==> config.mk <==
export PLATFORM = sky130hd
export DESIGN_NAME = bit_serial_addsub
export DESIGN_NICKNAME = d
export VERILOG_FILES = /design/src/rtl/bit_serial_addsub.sv
export SDC_FILE = /design/constraint.sdc
export NUM_CORES = 1
export LEC_CHECK = 0
export ABC_AREA = 0
export BUFFER_PORTS_ARGS = -buffer_cell sky130_fd_sc_hd__buf_2
export CORE_ASPECT_RATIO = 1.25
export CORE_MARGIN = 5
export CORE_UTILIZATION = 43
export CTS_CLUSTER_DIAMETER = 30
export CTS_CLUSTER_SIZE = 24
export DETAILED_ROUTE_END_ITERATION = 7
export PLACE_DENSITY_LB_ADDON = 0.05
export SLEW_MARGIN = 20
export SYNTH_ARGS = -nofsm -noshare
export SYNTH_HDL_FRONTEND = slang
export SYNTH_SLANG_ARGS = --single-unit
==> constraint.sdc <==
create_clock -name clk -period 2.05 [get_ports clk]
set_input_delay 0.205 -clock clk [delete_from_list [all_inputs] [get_ports clk]]
set_output_delay 0.205 -clock clk [all_outputs]
set_load 0.03 [all_outputs]
==> src/rtl/bit_serial_addsub.sv <==
// bit_serial_addsub
//   Bit-serial adder/subtractor. Operands are captured on an accepted load,
//   then one bit per clock is processed LSB-first through a single full adder
//   and a carry flop. Result, carry and signed overflow are registered together
//   on the last bit, and done pulses for one cycle.
//
//   Parameters : WIDTH  operand/result width (2..64)
//   Ports      : clk            rising-edge clock
//                rst            asynchronous, active-low reset
//                load           start request, ignored while busy
//                a, b, cy_in    operands and carry-in, sampled on accept only
//                sub            subtract select (SERIAL_SUB_EN builds only)
//                sum, cy_out    result and carry-out / not-borrow
//                ovf            signed overflow
//                busy, done     processing flag and one-cycle completion pulse
//   Build macro: SERIAL_SUB_EN  enables subtraction (B and carry-in inverted);
//                when undefined, sub is accepted but ignored.
//
//   state   | meaning
//   S_IDLE  | waiting for load
//   S_SHIFT | one operand bit per clock
//   S_DONE  | result just written, done high; load here starts next op
module bit_serial_addsub #(
  parameter int WIDTH = 8
) (
  input  logic             clk,
  input  logic             rst,
  input  logic             load,
  input  logic [WIDTH-1:0] a,
  input  logic [WIDTH-1:0] b,
  input  logic             cy_in,
  input  logic             sub,
  output logic [WIDTH-1:0] sum,
  output logic             cy_out,
  output logic             ovf,
  output logic             busy,
  output logic             done
);

  localparam int CW = (WIDTH > 1) ? $clog2(WIDTH) : 1;
  localparam logic [CW-1:0] TERM_CNT = CW'(WIDTH - 1);

  typedef enum logic [1:0] {S_IDLE, S_SHIFT, S_DONE} state_t;

  state_t           state_q, state_d;
  logic [WIDTH-1:0] sa_q, sa_d;
  logic [WIDTH-1:0] sb_q, sb_d;
  logic [WIDTH-1:0] sr_q, sr_d;
  logic [CW-1:0]    cnt_q, cnt_d;
  logic             c_q, c_d;
  logic [WIDTH-1:0] sum_q, sum_d;
  logic             cy_out_q, cy_out_d;
  logic             ovf_q, ovf_d;

  logic inv;
  logic s_bit;
  logic c_next;

`ifdef SERIAL_SUB_EN
  assign inv = sub;
`else
  logic sub_unused;
  assign sub_unused = sub;
  assign inv        = 1'b0;
`endif

  assign s_bit  = sa_q[0] ^ sb_q[0] ^ c_q;
  assign c_next = (sa_q[0] & sb_q[0]) | (sa_q[0] & c_q) | (sb_q[0] & c_q);

  always_comb begin
    state_d  = state_q;
    sa_d     = sa_q;
    sb_d     = sb_q;
    sr_d     = sr_q;
    cnt_d    = cnt_q;
    c_d      = c_q;
    sum_d    = sum_q;
    cy_out_d = cy_out_q;
    ovf_d    = ovf_q;
    case (state_q)
      S_IDLE, S_DONE: begin
        if (load) begin
          state_d = S_SHIFT;
          sa_d    = a;
          sb_d    = b ^ {WIDTH{inv}};
          c_d     = cy_in ^ inv;
          cnt_d   = '0;
        end else begin
          state_d = S_IDLE;
        end
      end
      S_SHIFT: begin
        sa_d = sa_q >> 1;
        sb_d = sb_q >> 1;
        sr_d = {s_bit, sr_q[WIDTH-1:1]};
        c_d  = c_next;
        if (cnt_q == TERM_CNT) begin
          // c_q is the carry into the MSB on this last bit.
          state_d  = S_DONE;
          sum_d    = {s_bit, sr_q[WIDTH-1:1]};
          cy_out_d = c_next;
          ovf_d    = c_q ^ c_next;
        end else begin
          cnt_d = cnt_q + 1'b1;
        end
      end
      default: state_d = S_IDLE;
    endcase
  end

  always_ff @(posedge clk or negedge rst) begin
    if (!rst) begin
      state_q  <= S_IDLE;
      sa_q     <= '0;
      sb_q     <= '0;
      sr_q     <= '0;
      cnt_q    <= '0;
      c_q      <= 1'b0;
      sum_q    <= '0;
      cy_out_q <= 1'b0;
      ovf_q    <= 1'b0;
    end else begin
      state_q  <= state_d;
      sa_q     <= sa_d;
      sb_q     <= sb_d;
      sr_q     <= sr_d;
      cnt_q    <= cnt_d;
      c_q      <= c_d;
      sum_q    <= sum_d;
      cy_out_q <= cy_out_d;
      ovf_q    <= ovf_d;
    end
  end

  assign sum    = sum_q;
  assign cy_out = cy_out_q;
  assign ovf    = ovf_q;
  assign busy   = (state_q == S_SHIFT);
  assign done   = (state_q == S_DONE);

endmodule

==> Word-level counts from Yosys, hierarchy flattened <==
Cells that the tools add are included.
{ "op_classes": {"mux": 12, "eq_ne": 6, "n_addsub": 1, "reduce_logical": 6, "bitwise": 8} }
{ "ops": {"columns": ["operator", "count"], "rows": [
  ["case mux 8 bit (2 select lines)", 2],
  ["2-to-1 mux 8 bit", 2],
  ["2-to-1 mux 3 bit", 2],
  ["case mux 3 bit (2 select lines)", 1],
  ["inequality test 2 bit (second input constant)", 2],
  ["case mux 2 bit (2 select lines)", 1],
  ["AND reduction 2 bit", 2],
  ["adder 3 x 1 -> 3 bit (second input constant)", 1],
  ["AND 1 bit", 3],
  ["equality test 3 bit (second input constant)", 1],
  ["AND reduction 3 bit", 1],
  ["XOR 1 bit", 3],
  ["equality test 2 x 1 -> 1 bit (second input constant)", 1],
  ["equality test 2 bit (second input constant)", 1],
  ["logical NOT 2 bit", 1],
  ["2-to-1 mux 1 bit", 2],
  ["2-to-1 mux 2 bit", 1],
  ["inequality test 2 x 1 -> 1 bit (second input constant)", 1],
  ["bitwise OR 1 bit", 2],
  ["case mux 1 bit (2 select lines)", 1],
  ["nonzero test 2 bit", 1],
  ["OR reduction 2 bit", 1]
]} }
{ "totals": {"out_inout_bits": 12, "register_bits": 40} }

==> Longest topological paths before layout <==
Gate-level depths: netlist (run 1).
{ "depth": {"ltp_word": 4, "mapped_depth": 6, "depth_no_buf": 5} }

==> Worst setup path after synthesis (run 1) <==
Ideal clock, no wire load.
{ "synth_timing": {"path_kind": "reg-to-reg", "startpoint": "reg cnt_q[0]", "endpoint": "reg cnt_q[0]", "path_buffers": 0, "slack_ps": 594, "setup_ps": 121, "stages_incl_launch_ff": 6, "t_arrival_ps": 1335, "period_less_slack_ps": 1456, "path_cell_list": "dfrtp_1 -> ha_1 -> ha_1 -> nor2_1 -> xor2_1 -> a22o_1"} }
{ "synth_between": {"elab_chain_cells": 3, "word_cells_on_any_way": 6, "cone_classes": "add/sub (1); eq/ne (2); mux (2); reduce/logical (1)"} }
{ "synth_rtl": {"columns": ["item", "line", "text"], "rows": [
  ["start, declared", "49", "logic [CW-1:0] cnt_q, cnt_d;"],
  ["start signal, assigned", "127", "cnt_q <= cnt_d;"],
  ["adder 3 x 1 -> 3 bit or equality test 3 bit (tied branches)", "104, 97", null],
  ["2-to-1 mux 3 bit or inequality test 2 bit (tied branches)", null, null],
  ["case mux 3 bit (2 select lines) or AND reduction 3 bit (tied branches)", null, null]
]} }
Parallel ways exist; a longest one is shown, timed or not. The select of a mux whose other input is x is not followed.
A chain may end at the register's enable or synchronous reset.

==> Worst setup path after layout (run 1) <==
{ "layout_timing": {"startpoint": "reg state_q[0]", "endpoint": "out busy"} }
{ "layout_between": {"elab_chain_cells": 1} }
{ "layout_rtl": {"columns": ["item", "line", "text"], "rows": [
  ["start, declared", "45", "state_t state_q, state_d;"],
  ["start signal, assigned", "123", "state_q <= state_d;"],
  ["equality test 2 x 1 -> 1 bit", "138", "assign busy = (state_q == S_SHIFT);"],
  ["end, declared", "36", "output logic busy,"]
]} }
No other way between the ends.

==> results of run 1 <==
-- stage by stage --
stage / setup WS, ns / power (mW)
3_3_place_gp: 0.5186 / 2.719
3_5_place_dp: 0.4575 / 2.782
5_1_grt: 0.1511 / 3.655
2_1_floorplan: 0.5940 / 2.417
4_1_cts: 0.2257 / 3.437
6_report: 0.2395 / 3.390
-- metal layers --
| metal | routed length, um | part of all wire | vias to the layer above | GRT usage |
|---|---|---|---|---|
| li1 | - | - | 643 | - |
| met1 | 1669 | 0.47 | 617 | 0.1827 |
| met2 | 1685 | 0.47 | 22 | 0.2249 |
| met3 | 176 | 0.049 | 4 | 0.04736 |
| met4 | 36 | 0.010 | 0 | 0.05368 |
| met5 | 0 | 0 | - | 0 |
-- final cells by class --
type                            count  area, sq um
Fill cell                         381         1933
Clock buffer                        5        68.82
Sequential cell                    39        975.9
Multi-Input combinational cell    113        757.0
Clock inverter                      3        43.79
Timing Repair Buffer               38        210.2
Inverter                            2        7.507
Tap cell                           56        70.07
-- kinds of logic after synthesis --
group	share of synthesized area
adder cells (fa/ha/maj)	0.02500
buffers and inverters	0.03820
XOR/XNOR	0.009724
multiplexers	0.1208
AO/OA/AOI/OAI	0.1035
flip-flops	0.5417
AND/OR/NAND/NOR	0.1611
-- layout by cell type (no fill, tap or decap), drive strengths merged, types with 3 or more instances in the layout --
cell type  netlist  final
dfrtp           39     39
buf              9     37
nand2           28     28
nor2b           10     10
nor2            10     10
mux2i            9      9
mux2             9      9
a211oi           8      8
a21oi            8      8
o22ai            7      7
nor3             7      7
clkbuf           2      5
nand3            3      3
-- path summary, 6_finish.rpt --
check / start / end
max: state_q[0] / busy
min: b[7] / sb_q[7]
max reg2reg: cnt_q[0] / cnt_q[0]
min reg2reg: ovf / ovf
max in group asynchronous: rst / sb_q[4]
min in group asynchronous: rst / sr_q[5]
-- worst max-delay path, stage by stage, from the launching register on --
cell      delay [ns]
dfrtp_1         0.66
nand2b_2        0.10
inv_1           0.28
buf_2           0.27
-- sequential cells by signal (all words and copies together) (netlist names) --
name	flops
sum	8
cnt_q	3
ovf	1
sr_q	7
cy_out	1
c_q	1
state_q	2
sa_q	8
sb_q	8
-- power breakdown --
group	internal [mW]	switching (mW)	total, mW	leakage, nW
clock	0.362	0.271	0.633	0.0581
combinational	0.604	0.759	1.36	0.492
sequential	1.12	0.270	1.39	0.478
total	2.09	1.30	3.39	1.03
==> reports/results.ini, run 1 <==
[status]
outcome = completed

[job]
maxCapViolCount = 0

[clocking]
htreeDepth = 2
insertion_delay_ns = 0.29
cts_root_buf = clkbuf_8
path_clk_slew_ns = 0.08
clock_path_buffers = 2
tritoncts = done
post_cts_buffers = 0
cts.sinks = 39
ctsResizeCount = 0
hold_buffers = 1
numCtsBuffers = 5

[critical_path]
ff2ff_setup_slack_ns = 0.42
cp.arrival_ns = 1.61
cp-start-kind = register
worstSetupEndpointType = output pin
reg2regPathDepth = 5
path_class = register to output pin
crit_fanout = 14
required_ns = 1.85

[global_route]
grt_usage = 0.1432
grt_overflow = 0
grt_pass1_vias = 1264
antenna_found_initial = 0
grt_max_degree = 21
grt_pass1_wl_mm = 6.023

[timing]
final.setup.tns_ns = 0
slew_headroom = 0.5838
min_period_over_period = 0.8832
rsz0062_at_grt = no
max_slew.worst_pin.slew_ns = 0.6230
period_minus_slack_ns = 1.810
drv_slew = 0
fin_worst_skew_ns = 0.009819
setup_viol = 0
hold_viol = 0
fmax_ghz = 0.5523
whs_ns = 0.1381

[synth]
synth_top_area_frac = 0.5417
synthTopCellsByArea = dfrtp_1 (54%), mux2_4 (5.8%), nand2_1 (5.8%)
synthMostInstantiatedCell = dfrtp_1
yosys_most_used_dff = dfrtp_1
synth.distinct_cells = 27
synth_seq_cells = 39
synth_area_per_cell_sq_um = 10.92
yosysTopAreaCell = dfrtp_1
synth_common_cells = dfrtp_1 (39), nand2_1 (28), nor2_1 (10), nor2b_1 (10), mux2i_1 (9)
ys_warn_count = 0
syn_area_sq_um = 1802
synth_cells = 165
async_reset_ff_frac = 1.000
yosysSeqAreaShare = 0.5417
synth_edf_count = 0
synth_nets = 189

[route]
ant_nets = 0
routedWlPerCell_um = 13.93
dr.pass1.iters = 4
via_per_inst = 5.023
first_iter_violations = 45
vias = 1286
drt-total-wl_mm = 3.567
drt_drc_violations_left = 0

[min_path]
min_path_type = input port to register
hold_depth = 2

[layout]
stdcell_area_sq_um = 2133
diodes = 0
final_cells = 256
final_core_util = 0.5246
drive_gt1_frac = 0.2800
nNetsFinal = 223
synthToLayoutAreaGrowth_pct = 18.40

[pwr]
power_density_nw_per_um2 = 1589
peakVddDrop_v = 0.0006838
power.leakage_nw = 1.028

[place]
portBuffers = 31
dp_hpwl_mm = 2.523
routabilityCongestion = 0.7113
dpl_cell_area_sq_um = 2011
dpl.cell_count = 247

[floorplan]
start_util = 0.4431
rows = 26
io_pins = 33
core_sq_um = 4066
dieArea_sq_um = 5593
die_h_um = 82.37
fp.dieW_um = 67.90

(Power assumes the default switching activity.)
==> run 2: changes to the inputs <==
--- a/config.mk
+++ b/config.mk
@@ -7,9 +7,11 @@
 export LEC_CHECK = 0
 export ABC_AREA = 0
 export BUFFER_PORTS_ARGS = -buffer_cell sky130_fd_sc_hd__buf_2
+export CELL_PAD_IN_SITES_DETAIL_PLACEMENT = 1
+export CELL_PAD_IN_SITES_GLOBAL_PLACEMENT = 2
 export CORE_ASPECT_RATIO = 1.25
 export CORE_MARGIN = 5
-export CORE_UTILIZATION = 43
+export CORE_UTILIZATION = 35
 export CTS_CLUSTER_DIAMETER = 30
 export CTS_CLUSTER_SIZE = 24
 export DETAILED_ROUTE_END_ITERATION = 7
==> run 2 against run 1 <==
Effect of this change:
- critical path type unchanged
- count of clock-buffer cells in the layout did not move
- critical path depth did not move
- total power rose by 1.0%
- clock skew barely moved
- largest power group unchanged
- largest cell class unchanged
- register-to-register slack got worse by 0.04 ns
- non-clock buffer count rose by 1
==> reports/results.ini, run 2 (synthesis results as in run 1) <==
[floorplan]
core_sq_um = 5044  ; +24%
rows = 29  ; +12%
start_util = 0.3572  ; -0.08585
dieArea_sq_um = 6692  ; +20%
io_pins = 33  ; unchanged
die_h_um = 90.22  ; +9.5%
fp.dieW_um = 74.18  ; +9.2%

[timing]
rsz0062_at_grt = no
whs_ns = 0.1520  ; +0.01388 ns
setup_viol = 0  ; unchanged
fin_worst_skew_ns = 0.009726  ; -0.00009296 ns
fmax_ghz = 0.5526  ; about the same
min_period_over_period = 0.8828  ; about the same
max_slew.worst_pin.slew_ns = 0.4934  ; -0.1297 ns
setup_slack_ns = 0.2402  ; +0.0007060 ns
period_minus_slack_ns = 1.810  ; -0.0007060 ns
hold_viol = 0  ; unchanged
final.setup.tns_ns = 0  ; unchanged
drv_slew = 0  ; unchanged
slew_headroom = 0.6711  ; +0.08729

[route]
drt-total-wl_mm = 4.021  ; +13%
routed.top_layer = met4
ant_nets = 0  ; unchanged
first_iter_violations = 49  ; +8.9%
dr.pass1.iters = 4  ; unchanged
drt_drc_violations_left = 0  ; unchanged
wl_met3_um = 190  ; +8.0%
drt-met1-wl_mm = 1.734  ; +3.9%
via_per_inst = 5.011  ; -0.24%
routedWlPerCell_um = 15.29  ; +9.7%
route.met2.wl_mm = 2.049  ; +22%
vias = 1318  ; +2.5%

[critical_path]
path_class = register to output pin
cp.arrival_ns = 1.60  ; about the same
cp-start-kind = register
worstSetupEndpointType = output pin
required_ns = 1.85  ; about the same
crit_fanout = 13  ; -1

[clocking]
ctsResizeCount = 0  ; unchanged
hold_buffers = 1  ; unchanged
tritoncts = done
cts.sinks = 39  ; unchanged
clock_path_buffers = 2  ; unchanged
numCtsBuffers = 5  ; unchanged
post_cts_buffers = 0  ; unchanged
cts_root_buf = clkbuf_8
insertion_delay_ns = 0.29  ; about the same
path_clk_slew_ns = 0.08  ; about the same
htreeDepth = 2  ; unchanged

[layout]
mostFrequentLayoutCells = dfrtp_1 (39), buf_2 (31), nand2_1 (28)
final_core_util = 0.4259  ; -0.09867
synthToLayoutAreaGrowth_pct = 19.24
nNetsFinal = 224  ; +0.45%
final_common_cell = dfrtp_1
drive_gt1_frac = 0.2836  ; +0.003582
diodes = 0  ; unchanged
stdcell_area_sq_um = 2148  ; +0.70%

[pwr]
power_frac_clock = 0.185  ; -0.002
power.leakage_nw = 1.034  ; +0.51%
internal_power_mw = 2.098  ; +0.32%
netSwitchingPower_mw = 1.326  ; +2.1%
power_density_nw_per_um2 = 1594  ; +0.29%
peakVddDrop_v = 0.0005107  ; -25%
comb_power_share = 0.405  ; +0.003
switching_share = 0.3873  ; +0.004121
p_seq_frac = 0.409  ; -0.002

[place]
portBuffers = 31  ; unchanged
dpl_cell_area_sq_um = 2026  ; +0.75%
dpl_worst_slack_ns = 0.3854  ; -0.07218 ns
dp_hpwl_mm = 2.964  ; +17%
routabilityCongestion = 0.6855  ; -3.6%

[global_route]
grt_pass1_wl_mm = 7.051  ; +17%
grt_overflow = 0  ; unchanged
antenna_found_initial = 0  ; unchanged
grt_pass1_vias = 1480  ; +17%
grt_usage = 0.1360  ; -0.007146
grt_max_degree = 22  ; +4.8%

[status]
outcome = completed

[min_path]
min_path_type = input port to register

[job]
maxCapViolCount = 0  ; unchanged

[run 2: cell count changes in the layout (fill, tap and decap cells not counted)]
cell / before / now
buf_4: 6 / 7
[run 2: final cells by class]
cell class	count	area (sq um)
flip-flops and latches	39	975.9
clock buffers	5	68.82
repair buffers	39	217.7
well taps	62	77.57
inverters	2	7.507
multi-input cells	113	757.0
clock inverters	3	43.79
fillers	568	2895
[run 2: critical path, stage by stage (launching register included)]
cell and delay, ns:
dfrtp_1 0.65, nand2b_2 0.11, inv_1 0.28, buf_2 0.27
[run 2: through the flow]
stage               power [mW]  cells
floorplan                2.417    165
global placement         2.739    254
detailed placement       2.842    254
CTS                      3.495    263
global route             3.713    263
finish                   3.424    263
[run 2: worst paths after layout]
| check | startpoint | to | slack [ns] | cells after the start |
|---|---|---|---|---|
| setup / recovery | state_q[0] | busy | 0.24 | 3 |
| hold / removal | b[7] | sb_q[7] | 0.15 | 2 |
| setup reg to reg | cnt_q[0] | cnt_q[0] | 0.38 | 5 |
| hold reg to reg | ovf | ovf | 0.49 | 2 |
| max in group asynchronous | rst | ovf | 1.12 | 3 |
| min in group asynchronous | rst | sum[3] | 0.40 | 2 |
[run 2: layer usage]
| layer | vias to the layer above | GRT usage |
|---|---|---|
| met3 | 4 | 0.04018 |
| met4 | 0 | 0.04985 |
| met1 | 647 | 0.1727 |
| met2 | 29 | 0.2152 |
| li1 | 638 | - |
| met5 | - | 0 |
[run 2: power groups by stage]
stage               Sequential (mW)  Clock [mW]  Combinational, mW
floorplan                      1.50           0              0.920
global placement               1.39           0               1.35
detailed placement             1.42           0               1.42
CTS                            1.41       0.658               1.43
global route                   1.46       0.696               1.56
finish                         1.40       0.635               1.39
